### src/rtl/mic_sample_conditioner_if.sv
// rtl/mic_sample_conditioner_if.sv - sample input strobe and conditioned output valid/ready stream
interface mic_sample_conditioner_if #(
    parameter int W = 16
);
    logic signed [W-1:0] in_data;
    logic                in_valid;
    logic signed [W-1:0] out_data;
    logic                out_valid;
    logic                out_ready;

    modport master (
        output in_data, in_valid, out_ready,
        input  out_data, out_valid
    );

    modport slave (
        input  in_data, in_valid, out_ready,
        output out_data, out_valid
    );
endinterface

### src/rtl/mic_sample_conditioner.sv
// rtl/mic_sample_conditioner.sv - DC removal, boxcar decimation and show-ahead output FIFO
// Optional DC-blocking IIR stage enabled by defining MIC_DC_BLOCK_EN.
module mic_sample_conditioner #(
    parameter int W          = 16,
    parameter int DECIM_LOG2 = 1,
    parameter int FIFO_DEPTH = 8,
    parameter int DC_SHIFT   = 8
) (
    input  logic                            audio_clk,
    input  logic                            reset,
    mic_sample_conditioner_if.slave         io,
    input  logic                            flush,
    output logic [$clog2(FIFO_DEPTH):0]     fifo_level,
    output logic [15:0]                     overflow_count,
    output logic                            overflow
);
    localparam int AW     = $clog2(FIFO_DEPTH);
    localparam int LW     = AW + 1;
    localparam int N      = 1 << DECIM_LOG2;
    localparam int ACC_W  = W + DECIM_LOG2;
    localparam int CW     = (DECIM_LOG2 > 0) ? DECIM_LOG2 : 1;
    localparam logic [LW-1:0] DEPTH_L  = LW'(FIFO_DEPTH);
    localparam logic [CW-1:0] CNT_LAST = CW'(N - 1);

    logic signed [W-1:0]     y_q, y_d, y_next;
    logic                    y_vld_q, y_vld_d;
    logic signed [ACC_W-1:0] acc_q, acc_d, sum;
    logic [CW-1:0]           cnt_q, cnt_d;
    logic                    push_vld_q, push_vld_d;
    logic signed [W-1:0]     push_data_q, push_data_d;
    logic signed [W-1:0]     mem_q [FIFO_DEPTH];
    logic signed [W-1:0]     mem_d [FIFO_DEPTH];
    logic [AW-1:0]           rd_ptr_q, rd_ptr_d, wr_ptr_q, wr_ptr_d;
    logic [LW-1:0]           level_q, level_d;
    logic [15:0]             ovf_cnt_q, ovf_cnt_d;
    logic                    ovf_q, ovf_d;
    logic                    pop, accept, drop;

`ifdef MIC_DC_BLOCK_EN
    localparam int DC_W = W + DC_SHIFT + 1;
    localparam int DF_W = DC_W + 1;
    logic signed [DC_W-1:0] dc_acc_q, dc_acc_d, dc_est;
    logic signed [DF_W-1:0] diff;

    // diff is wide enough to hold any input minus any estimate; clamp back to W bits
    always_comb begin
        dc_est   = dc_acc_q >>> DC_SHIFT;
        diff     = DF_W'(io.in_data) - DF_W'(dc_est);
        dc_acc_d = DC_W'(DF_W'(dc_acc_q) + diff);
        if (diff[DF_W-1:W-1] == {(DF_W-W+1){diff[DF_W-1]}}) begin
            y_next = diff[W-1:0];
        end else if (diff[DF_W-1]) begin
            y_next = {1'b1, {(W-1){1'b0}}};
        end else begin
            y_next = {1'b0, {(W-1){1'b1}}};
        end
    end
`else
    always_comb begin
        y_next = io.in_data;
    end
`endif

    always_comb begin
        pop         = (level_q != '0) && io.out_ready;
        accept      = push_vld_q && ((level_q < DEPTH_L) || pop);
        drop        = push_vld_q && !accept;
        sum         = acc_q + ACC_W'(y_q);
        y_d         = y_q;
        y_vld_d     = 1'b0;
        acc_d       = acc_q;
        cnt_d       = cnt_q;
        push_vld_d  = 1'b0;
        push_data_d = push_data_q;
        mem_d       = mem_q;
        rd_ptr_d    = rd_ptr_q;
        wr_ptr_d    = wr_ptr_q;
        level_d     = level_q;
        ovf_cnt_d   = ovf_cnt_q;
        ovf_d       = ovf_q;
        if (flush) begin
            acc_d    = '0;
            cnt_d    = '0;
            rd_ptr_d = '0;
            wr_ptr_d = '0;
            level_d  = '0;
        end else begin
            if (io.in_valid) begin
                y_d     = y_next;
                y_vld_d = 1'b1;
            end
            if (y_vld_q) begin
                if (cnt_q == CNT_LAST) begin
                    push_vld_d  = 1'b1;
                    push_data_d = W'(sum >>> DECIM_LOG2);
                    acc_d       = '0;
                    cnt_d       = '0;
                end else begin
                    acc_d = sum;
                    cnt_d = cnt_q + CW'(1);
                end
            end
            if (pop) begin
                rd_ptr_d = rd_ptr_q + AW'(1);
            end
            if (accept) begin
                mem_d[wr_ptr_q] = push_data_q;
                wr_ptr_d        = wr_ptr_q + AW'(1);
            end
            if (accept && !pop) begin
                level_d = level_q + LW'(1);
            end else if (!accept && pop) begin
                level_d = level_q - LW'(1);
            end
            if (drop) begin
                ovf_d = 1'b1;
                if (ovf_cnt_q != 16'hFFFF) begin
                    ovf_cnt_d = ovf_cnt_q + 16'd1;
                end
            end
        end
    end

    always_ff @(posedge audio_clk or posedge reset) begin
        if (reset) begin
            y_q         <= '0;
            y_vld_q     <= 1'b0;
            acc_q       <= '0;
            cnt_q       <= '0;
            push_vld_q  <= 1'b0;
            push_data_q <= '0;
            mem_q       <= '{default: '0};
            rd_ptr_q    <= '0;
            wr_ptr_q    <= '0;
            level_q     <= '0;
            ovf_cnt_q   <= '0;
            ovf_q       <= 1'b0;
`ifdef MIC_DC_BLOCK_EN
            dc_acc_q    <= '0;
`endif
        end else begin
            y_q         <= y_d;
            y_vld_q     <= y_vld_d;
            acc_q       <= acc_d;
            cnt_q       <= cnt_d;
            push_vld_q  <= push_vld_d;
            push_data_q <= push_data_d;
            mem_q       <= mem_d;
            rd_ptr_q    <= rd_ptr_d;
            wr_ptr_q    <= wr_ptr_d;
            level_q     <= level_d;
            ovf_cnt_q   <= ovf_cnt_d;
            ovf_q       <= ovf_d;
`ifdef MIC_DC_BLOCK_EN
            if (!flush && io.in_valid) begin
                dc_acc_q <= dc_acc_d;
            end
`endif
        end
    end

    assign io.out_valid   = (level_q != '0);
    assign io.out_data    = (level_q != '0) ? mem_q[rd_ptr_q] : '0;
    assign fifo_level     = level_q;
    assign overflow_count = ovf_cnt_q;
    assign overflow       = ovf_q;
endmodule
### src/flat_wrapper.sv
// flat-port wrapper written by rule: the top's interface ports become plain ports
module mic_sample_conditioner_flat 
#(
    parameter int W          = 16,
    parameter int DECIM_LOG2 = 1,
    parameter int FIFO_DEPTH = 8,
    parameter int DC_SHIFT   = 8
)
  (audio_clk, reset, flush, fifo_level, overflow_count, overflow, io_in_data, io_in_valid, io_out_ready, io_out_data, io_out_valid);
  mic_sample_conditioner_if #(.W(W)) io_i ();
  input  logic audio_clk;
  input  logic reset;
  input  logic flush;
  output logic [$clog2(FIFO_DEPTH):0] fifo_level;
  output logic [15:0] overflow_count;
  output logic overflow;
  input wire logic [$bits(io_i.in_data)-1:0] io_in_data;
  input wire logic [$bits(io_i.in_valid)-1:0] io_in_valid;
  input wire logic [$bits(io_i.out_ready)-1:0] io_out_ready;
  output wire logic [$bits(io_i.out_data)-1:0] io_out_data;
  output wire logic [$bits(io_i.out_valid)-1:0] io_out_valid;
  assign io_i.in_data = io_in_data;
  assign io_i.in_valid = io_in_valid;
  assign io_i.out_ready = io_out_ready;
  assign io_out_data = io_i.out_data;
  assign io_out_valid = io_i.out_valid;
  mic_sample_conditioner #(.W(W), .DECIM_LOG2(DECIM_LOG2), .FIFO_DEPTH(FIFO_DEPTH), .DC_SHIFT(DC_SHIFT)) u_core (.audio_clk(audio_clk), .reset(reset), .io(io_i), .flush(flush), .fifo_level(fifo_level), .overflow_count(overflow_count), .overflow(overflow));
endmodule
### config.mk
export PLATFORM = sky130hd
export DESIGN_NAME = mic_sample_conditioner_flat
export DESIGN_NICKNAME = d
export VERILOG_FILES = /design/src/rtl/mic_sample_conditioner_if.sv /design/src/rtl/mic_sample_conditioner.sv /design/src/flat_wrapper.sv
export SDC_FILE = /design/constraint.sdc
export NUM_CORES = 1
export LEC_CHECK = 0
export CAP_MARGIN = 20
export CORE_ASPECT_RATIO = 1.25
export CORE_MARGIN = 8
export CORE_UTILIZATION = 50
export CTS_CLUSTER_SIZE = 12
export DETAILED_ROUTE_END_ITERATION = 16
export PLACE_DENSITY = 0.69
export SLEW_MARGIN = 40
export SYNTH_ARGS = -nofsm -noshare
export SYNTH_HDL_FRONTEND = slang
export SYNTH_SLANG_ARGS = --single-unit
### constraint.sdc
create_clock -name audio_clk -period 8.3 [get_ports audio_clk]
set_input_delay 0.83 -clock audio_clk [delete_from_list [all_inputs] [get_ports audio_clk]]
set_output_delay 0.83 -clock audio_clk [all_outputs]
set_load 0.005 [all_outputs]
==> metrics, run 1 <==
run status=completed; DRC errors left=0; switching fraction of total power=28.6%; Max Fanout on Critical Path=34; final hold vios=0; most used flip-flop cell after synthesis=sky130_fd_sc_hd__dfrtp_1; Clock Skew=9.00 ps; type of the worst min-delay path=reg2reg; die outline height=172 µm; critical path's largest stage delay=590 ps; number of synthesized flops with an enable pin=0; number of buffers created by CTS=22; Total Negative Setup Slacks=0 ps; RSZ-0062 raised after global routing=false; Synth Register Bits=approximately 210; top-area cell type share of the netlist area=approximately 53%; Clock power frac=between 30% and 40%; vias per inst=between 5 and 6; standby leakage power=0.00528 µW; Critical path buffers and inverters=2; launching instance or port of the critical path=u_core.rd_ptr_q[0]$_DFFE_PP0P_; Internal Dissipation=1920 µW; die area=24200 µm²; total area of multi-input combinational cells=4410 µm²; power consumption=2690 µW; buffer levels on the longest clock path=3; Peak Freq=276 MHz; number of pins with negative max-slew slack in the final report=0; GRT Util Overall=17.9%; vias in the first global route=6512; remaining number of nets flagged by the antenna check after routing=0; area post-placement=10600 µm²; TritonCTS clock tree=done; 1st-iter DRT viols=333; routed wirelength normalized by instance count=between 20 and 25 µm; top routing layer in use=met4; minimum clock period after layout=3630 ps; initial antenna violation count=0; category of the worst setup path launch point=flip-flop; placement row count=57; CP Class=reg2out; Std-Cell Core Area=19300 µm²; power dissipated by switching net loads=769 µW; pin count of the biggest net entering global routing=149; actual transition at the worst max-transition pin=approximately 770 ps; worst IR drop on VDD=0.000269 V; number of nets in the layout=816; leading area contributor after synthesis=sky130_fd_sc_hd__dfrtp_1; total number of H-tree levels=1; Post-Syn Area per Cell=13.6 µm²; placed wire-length estimate=approximately 14 mm; sequential cell area=5180 µm²; initial core utilization=50.5%; width of the chip=141 µm; Max stage delay cell, worst path=sky130_fd_sc_hd__mux4_2; CTS clk-pin slew, worst paths=roughly 60 ps; post-synth net total=~760; amount of wire on met2 after detailed routing=10.5 mm; number of buffers inserted by hold repair at cts=0; clk_lat worst skew=approximately 500 ps; Detailed Routing Iterations Pass 1=4; kind of end point of the critical path=output port; total congestion overflow after global routing=0; number of instances in the synthesized netlist=714; Port-buffer cells=58; CP required=7470 ps; startpoint of the worst hold path=u_core.overflow$_DFFE_PP0P_; sequential power share=~46%; count of warnings emitted by yosys=0; max-cap check violation count=0; sequence of cells on the critical path=buf_4, mux4_2, mux2i_1, nor2_1, clkdlybuf4s50_1; # setup viols final=0; share of the clock period used by the worst path after layout=43.7%; cell area after synthesis=9720 µm²; via total after detailed routing=5940; r2r startpoint=u_core.fifo_level[1]$_DFFE_PP0P_; Post-CTS Resized=0; final weighted congestion of routability-driven global placement=0.752; data arrival time of the critical path=2800 ps; share of flip-flops with an asynchronous set or reset after synthesis=100%; count of cell types in the netlist=between 50 and 60; tightest slew margin relative to the limit=48.8%; areal power density over the cells=237 nW/µm²; cell family with most CP delay=buffers and inverters; part of the total power dissipated in combinational logic=20.0%; Routed met1 length=8.75 mm; count of buffers added by post-CTS timing repair for setup=0; post-route cell area=11300 µm²; wire length of the first global-routing pass=about 35 mm; sequential area share after synthesis=53.3%; total clock sinks=207; top-level I/O count=59; fillcell total=1518; share of post-route cells with drive strength above 1=31.3%; wire length after detailed routing=a little over 20 mm; Syn-to-layout area delta=16.4%; length of routed met3 wiring=around 850 µm; # diodes=0; leading cell types by total area after synthesis=sky130_fd_sc_hd__dfrtp_1 53%, sky130_fd_sc_hd__mux2_2 18%, sky130_fd_sc_hd__mux4_2 7.4%; clock root buffer=sky130_fd_sc_hd__clkbuf_16
==> logic make-up (layout without fill, tap and decap cells) <==
group                    after synthesis  count (layout)  synth area share (%)
adder cells (fa/ha/maj)               23              23                  3.11
XOR/XNOR                              38              38                  3.42
multiplexers                         204             204                  27.1
flip-flops                           207             207                  53.3
buffers and inverters                 43             113                  1.66
AO/OA/AOI/OAI                         70              70                  4.93
AND/OR/NAND/NOR                      129             129                  6.51
==> synthesized netlist by cell type, drive strengths merged (9+ instances only) <==
master,n
a22o,14
nor2,36
nand2,42
dfrtp,207
mux2i,18
buf,9
xor2,11
clkbuf,26
mux2,154
nand3,15
o21ai,11
ha,21
mux4,32
xnor2,27
a21oi,19
==> through the flow <==
step	instances	util, %	setup WS, ps	hold WS [ps]
after floorplan	714	-	1820	456
after global placement	982	54.8	4860	450
after detailed placement	982	55.0	4860	461
after CTS	1018	58.5	4610	473
after global routing	1020	58.8	4510	507
final	1020	58.8	4670	471
==> worst paths after layout <==
path                                                    endpoint  slack (ps)  depth (start not counted)
max in group asynchronous          u_core.mem_q[112]$_DFFE_PP0P_        6170                          5
worst max register to register  u_core.fifo_level[3]$_DFFE_PP0P_        5540                         11
worst min register to register       u_core.overflow$_DFFE_PP0P_         470                          1
worst min-delay path                 u_core.overflow$_DFFE_PP0P_         470                          1
worst max-delay path                              io_out_data[9]        4670                          5
min in group asynchronous           u_core.mem_q[27]$_DFFE_PP0P_         760                          2
==> placed cells by master, fill, tap and decap left out, drive strengths merged, types with 3 or more instances in the layout <==
cell type,n
o21ai,11
nor2,36
clkbuf,34
xor2,11
mux2i,18
mux4,32
nand3,15
nand2,42
ha,21
clkdlybuf4s50,58
mux2,154
nor4,3
nor2b,4
inv,8
nand4,8
xnor2,27
a21o,5
a21oi,19
nand2b,3
buf,11
dfrtp,207
and3,5
a22o,14
==> state kept, by name (all words and copies together) (netlist names), 3 cells and up <==
name / count
u_core.y_q: 16
u_core.push_data_q: 16
u_core.acc_q: 17
u_core.wr_ptr_q: 3
u_core.overflow_count: 16
u_core.mem_q: 128
u_core.rd_ptr_q: 3
u_core.fifo_level: 4
==> final cells by class <==
| type | count | area share [%] |
|---|---|---|
| Inverter | 8 | 0.376 |
| Tap cell | 236 | 2.61 |
| Clock buffer | 34 | 5.72 |
| Timing Repair Buffer | 69 | 6.15 |
| Clock inverter | 2 | 0.310 |
| Sequential cell | 207 | 45.8 |
| Multi-Input combinational cell | 464 | 39.0 |
==> worst reg2reg max path, stage by stage, from the launching register on <==
cell and delay, ps:
sky130_fd_sc_hd__dfrtp_1 450, sky130_fd_sc_hd__nor4_4 280, sky130_fd_sc_hd__buf_4 300, sky130_fd_sc_hd__inv_1 190
sky130_fd_sc_hd__nand2_1 160, sky130_fd_sc_hd__nand2_1 130, sky130_fd_sc_hd__ha_1 310, sky130_fd_sc_hd__a21o_1 180
sky130_fd_sc_hd__a21oi_1 220, sky130_fd_sc_hd__nand3_1 130, sky130_fd_sc_hd__mux2i_1 170, sky130_fd_sc_hd__a21oi_1 90
==> power by group through the flow <==
stage	Sequential [µW]	Clock, µW	Combinational (µW)
finish	1220	926	537
global route	1240	998	595
CTS	1230	950	546
detailed placement	1240	0	542
global placement	1230	0	526
floorplan	1180	0	384
==> per-layer routing <==
metal / global-route usage [%] / up-vias
met4: 5.06 / 0
met1: 22.4 / 3069
li1: - / 2724
met2: 32.0 / 111
met5: 0 / -
met3: 2.51 / 36
(Power assumes the default switching activity.)
==> run 2, diff against run 1 <==
==> constraint.sdc (replaced) <==
create_clock -name audio_clk -period 3.8 [get_ports audio_clk]
set_input_delay 0.38 -clock audio_clk [delete_from_list [all_inputs] [get_ports audio_clk]]
set_output_delay 0.38 -clock audio_clk [all_outputs]
set_load 0.005 [all_outputs]
==> run 2 against run 1 <==
  * Core utilization increased by 0.065 points
  * Count of clock-buffer cells in the layout down 4
  * Routed wire length is the same
  * First-iteration DRC count fell by 7.8%
  * Largest cell class unchanged
  * Highest routed layer unchanged
  * Die area is the same
==> metrics, run 2 (synthesis gave the netlist of run 1 again) <==
run status=completed; wire length after detailed routing=20.5 mm; routed wirelength normalized by instance count=between 15 and 20 µm; initial core utilization=50.5%; top library cells by usage in the layout, fill and taps aside=206 x sky130_fd_sc_hd__dfrtp_1, 154 x sky130_fd_sc_hd__mux2_2, 58 x sky130_fd_sc_hd__clkdlybuf4s50_1; CTS clk-pin slew, worst paths=~60 ps; sequence of cells on the critical path=buf_12, mux4_2, mux2i_1, nor2_1, clkdlybuf4s50_1; Detailed Routing Iterations Pass 1=4; power consumption=5880 µW; areal power density over the cells=519 nW/µm²; Critical path buffers and inverters=2; width of the chip=approximately 140 µm; Post-CTS Resized=0; number of nets in the layout=823; tightest slew margin relative to the limit=~45%; Max Fanout on Critical Path=24; critical path's largest stage delay=620 ps; die area=24200 µm²; GRT Util Overall=roughly 17%; Peak Freq=325 MHz; 1st-iter DRT viols=307; Max stage delay cell, worst path=sky130_fd_sc_hd__dfrtp_2; standby leakage power=0.00530 µW; biggest regs=u_core.mem_q x128, u_core.acc_q x17; Std-Cell Core Area=a little under 20000 µm²; CP required=3420 ps; placement row count=57; kind of end point of the critical path=output port; total number of H-tree levels=1; # diodes=0; total congestion overflow after global routing=0; post-route cell area=11300 µm²; top-level I/O count=59; clock root buffer=sky130_fd_sc_hd__clkbuf_16; max-cap check violation count=0; final weighted congestion of routability-driven global placement=0.777; RSZ-0062 raised after global routing=false; Clock Skew=6.25 ps; Total Negative Setup Slacks=0 ps; number of buffers inserted by hold repair at cts=0; wire length of the first global-routing pass=34.3 mm; worst IR drop on VDD=0.000449 V; Port-buffer cells=58; fillcell total=1511; category of the worst setup path launch point=flip-flop; via total after detailed routing=6054; clk_lat worst skew=490 ps; setup ws final=719 ps; number of pins with negative max-slew slack in the final report=0; remaining number of nets flagged by the antenna check after routing=0; buffer levels on the longest clock path=3; setup slack after placement=944 ps; pin count of the biggest net entering global routing=75; vias in the first global route=around 6500; count of buffers added by post-CTS timing repair for setup=0; share of post-route cells with drive strength above 1=a little under a third; share of the clock period used by the worst path after layout=81.1%; most frequent standard cell in the layout excluding fill and tap cells=sky130_fd_sc_hd__dfrtp_1; DRC errors left=0; total clock sinks=207; vias per inst=5.91; type of the worst min-delay path=in2async; TritonCTS clock tree=done; placed wire-length estimate=13.6 mm; Syn-to-layout area delta=16.5%; CP Class=reg2out; area post-placement=10700 µm²; cell family with most CP delay=multiplexers; final hold vios=0; register with the most flip-flops=u_core.mem_q; die outline height=172 µm; # setup viols final=0; actual transition at the worst max-transition pin=between 800 and 900 ps; minimum clock period after layout=3080 ps; number of buffers created by CTS=22; flip-flop count of the largest register after layout=128; data arrival time of the critical path=2700 ps; initial antenna violation count=0
run 2: final cells by class:
class / instances / area [µm²] / area share, %
inverter: 8 / 33.8 / 0.298
clock buffer: 30 / 622 / 5.49
timing repair buffer: 76 / 753 / 6.65
clock inverter: 4 / 45.0 / 0.398
tap: 236 / 295 / 2.61
sequential: 207 / 5180 / 45.7
multi-input combinational: 464 / 4400 / 38.8
run 2: path summary, 6_finish.rpt:
check,endpoint,startpoint,cells past startpoint,slack [ps]
max in group asynchronous,u_core.push_data_q[14]$_DFFE_PP0P_,reset,3,2660
setup reg to reg,u_core.push_data_q[14]$_DFFE_PP0P_,u_core.acc_q[3]$_DFFE_PP0P_,7,1030
min in group audio_clk,u_core.y_q[8]$_DFFE_PP0P_,io_in_data[8],2,500
hold / removal,u_core.mem_q[76]$_DFFE_PP0P_,reset,2,330
hold reg to reg,u_core.mem_q[28]$_DFFE_PP0P_,u_core.mem_q[28]$_DFFE_PP0P_,1,500
setup / recovery,io_out_data[6],u_core.rd_ptr_q[0]$_DFFE_PP0P_,5,720
run 2: metal layers:
metal  vias to the layer above  wire length (µm)  global-route usage [%]
met3                        28               809                    2.32
li1                       2735                 -                       -
met5                         -                 0                       0
met4                         0               365                    5.38
met2                       133             10600                    31.4
met1                      3158              8670                    21.5
run 2: report_power, final:
part	internal, µW	switching (µW)	leakage [µW]
sequential	2380	312	0.00282
clock	1200	815	0.000330
combinational	592	581	0.00216
run 2: through the flow:
step	std cells	hold slack, ps	util (%)
floorplan	714	456	-
global placement	991	458	55.3
detailed placement	991	465	55.3
CTS	1025	351	58.8
global route	1025	402	58.8
finish	1025	331	58.8
==> run 3, diff against run 2 <==
==> constraint.sdc (replaced) <==
create_clock -name audio_clk -period 3.2 [get_ports audio_clk]
set_input_delay 0.32 -clock audio_clk [delete_from_list [all_inputs] [get_ports audio_clk]]
set_output_delay 0.32 -clock audio_clk [all_outputs]
set_load 0.005 [all_outputs]
==> run 3 against run 2 <==
  * Die area stayed put
  * Clock power is 16% higher
  * Critical path depth stayed put
  * Combinational power is 21% higher
  * First-iteration DRC count is 33% lower
  * Via count is 1.1% lower
  * Critical path type unchanged
  * Design area is 0.15% higher
  * Count of clock-buffer cells in the layout is 2 higher
  * Setup slack worse by 390 ps
  * Routed wire length is 0.67% lower
  * Power is 18% higher
  * Largest power group unchanged
==> metrics, run 3 (synthesis gave the netlist of run 1 again) <==
Clock Skew=9.77 ps; Detailed Routing Iterations Pass 1=4; areal power density over the cells=between 600 and 700 nW/µm²; biggest regs=u_core.mem_q x128, u_core.acc_q x17; category of the worst setup path launch point=flip-flop; run status=completed; wire length after detailed routing=just over 20 mm; # setup viols final=0; final weighted congestion of routability-driven global placement=0.817; most frequent standard cell in the layout excluding fill and tap cells=sky130_fd_sc_hd__dfrtp_1; tightest slew margin relative to the limit=51.4%; launching instance or port of the critical path=u_core.rd_ptr_q[0]$_DFFE_PP0P_; share of post-route cells with drive strength above 1=between 30% and 40%; minimum clock period after layout=2870 ps; number of buffers inserted by hold repair at cts=0; vias per inst=between 5 and 6; worst IR drop on VDD=0.000374 V; die area=24200 µm²; reg-to-reg slack, setup=690 ps; placement row count=57; data arrival time of the critical path=2550 ps; CTS clk-pin slew, worst paths=60 ps; type of the worst min-delay path=in2async; GRT Util Overall=17.4%; top-level I/O count=59; CP required=2880 ps; via total after detailed routing=5986; Max Fanout on Critical Path=30; clk_lat worst skew=490 ps; top library cells by usage in the layout, fill and taps aside=206 x sky130_fd_sc_hd__dfrtp_1, 154 x sky130_fd_sc_hd__mux2_2, 58 x sky130_fd_sc_hd__clkdlybuf4s50_1; critical path's largest stage delay=550 ps; power consumption=6910 µW; pin count of the biggest net entering global routing=around 60; number of pins with negative max-slew slack in the final report=0; die outline height=172 µm; Port-buffer cells=between 50 and 60; Post-CTS Resized=0; RSZ-0062 raised after global routing=false; Std-Cell Core Area=roughly 19000 µm²; count of buffers added by post-CTS timing repair for setup=0; Total Negative Setup Slacks=0 ps; share of the clock period used by the worst path after layout=between 80% and 90%; flip-flop count of the largest register after layout=128; clock root buffer=sky130_fd_sc_hd__clkbuf_16; Max stage delay cell, worst path=sky130_fd_sc_hd__mux4_2; area post-placement=10700 µm²; buffer levels on the longest clock path=3; r2r startpoint=u_core.acc_q[4]$_DFFE_PP0P_; max-cap check violation count=0; width of the chip=141 µm; total clock sinks=207; number of nets in the layout=829; sequence of cells on the critical path=buf_12, mux4_2, mux2i_1, nor2_1, clkdlybuf4s50_1; placed wire-length estimate=13.7 mm; final hold vios=0; Worst R2R Path Depth=8; kind of end point of the critical path=output port; register with the most flip-flops=u_core.mem_q; reg2reg end=u_core.push_data_q[14]$_DFFE_PP0P_; setup slack after placement=roughly 430 ps; vias in the first global route=6597; number of buffers created by CTS=22; CP Class=reg2out; # diodes=0; worst hold slack=145 ps; setup ws final=333 ps; DRC errors left=0; total congestion overflow after global routing=0; Peak Freq=349 MHz; post-route cell area=11300 µm²; Syn-to-layout area delta=16.7%; initial core utilization=50.5%; total number of H-tree levels=1; remaining number of nets flagged by the antenna check after routing=0; actual transition at the worst max-transition pin=~730 ps; TritonCTS clock tree=done; routed wirelength normalized by instance count=19.7 µm; 1st-iter DRT viols=206; fillcell total=1525; wire length of the first global-routing pass=34.0 mm; initial antenna violation count=0; standby leakage power=roughly 0.0053 µW
-- run 3: worst max-delay path: cells and delay by family (launching register included) --
family,cells,cell delay [ps]
buffers and inverters,2,740
flip-flops,1,470
multiplexers,2,750
AND/OR/NAND/NOR,1,90
-- run 3: per-layer routing --
| metal | wire [µm] | global-route usage, % |
|---|---|---|
| met1 | 8460 | 21.0 |
| met2 | 10500 | 31.9 |
| met3 | 902 | 2.27 |
| met4 | 503 | 5.48 |
| met5 | 0 | 0 |
-- run 3: power by group --
group          leakage, µW  total (µW)  switching (µW)  internal (µW)
clock             0.000324        2330             961           1370
sequential         0.00282        3170             337           2830
combinational      0.00218        1420             713            703
total              0.00532        6910            2010           4900
-- run 3: how the worst max path moves through the flow --
| stage | endpoint | slack [ps] |
|---|---|---|
| 2_1_floorplan | u_core.acc_q[0]$_DFFE_PP0P_ | 190 |
| 3_3_place_gp | u_core.overflow_count[15]$_DFFE_PP0P_ | 480 |
| 3_5_place_dp | u_core.fifo_level[3]$_DFFE_PP0P_ | 430 |
| 4_1_cts | io_out_data[10] | 260 |
| 5_1_grt | io_out_data[10] | 190 |
| 6_report | io_out_data[1] | 330 |
-- run 3: stage by stage --
| stage | util, % | instances |
|---|---|---|
| final | 58.9 | 1032 |
| after global routing | 58.9 | 1032 |
| after CTS | 58.9 | 1032 |
| after detailed placement | 55.5 | 997 |
| after global placement | 55.5 | 997 |
| after floorplan | - | 714 |
-- run 3: area by class of cell --
class | count | area, µm² | area share, %
Inverter | 8 | 33.8 | 0.298
Tap cell | 236 | 295 | 2.60
Clock inverter | 3 | 15.0 | 0.132
Clock buffer | 32 | 639 | 5.64
Multi-Input combinational cell | 464 | 4390 | 38.7
Timing Repair Buffer | 82 | 786 | 6.93
Sequential cell | 207 | 5180 | 45.7
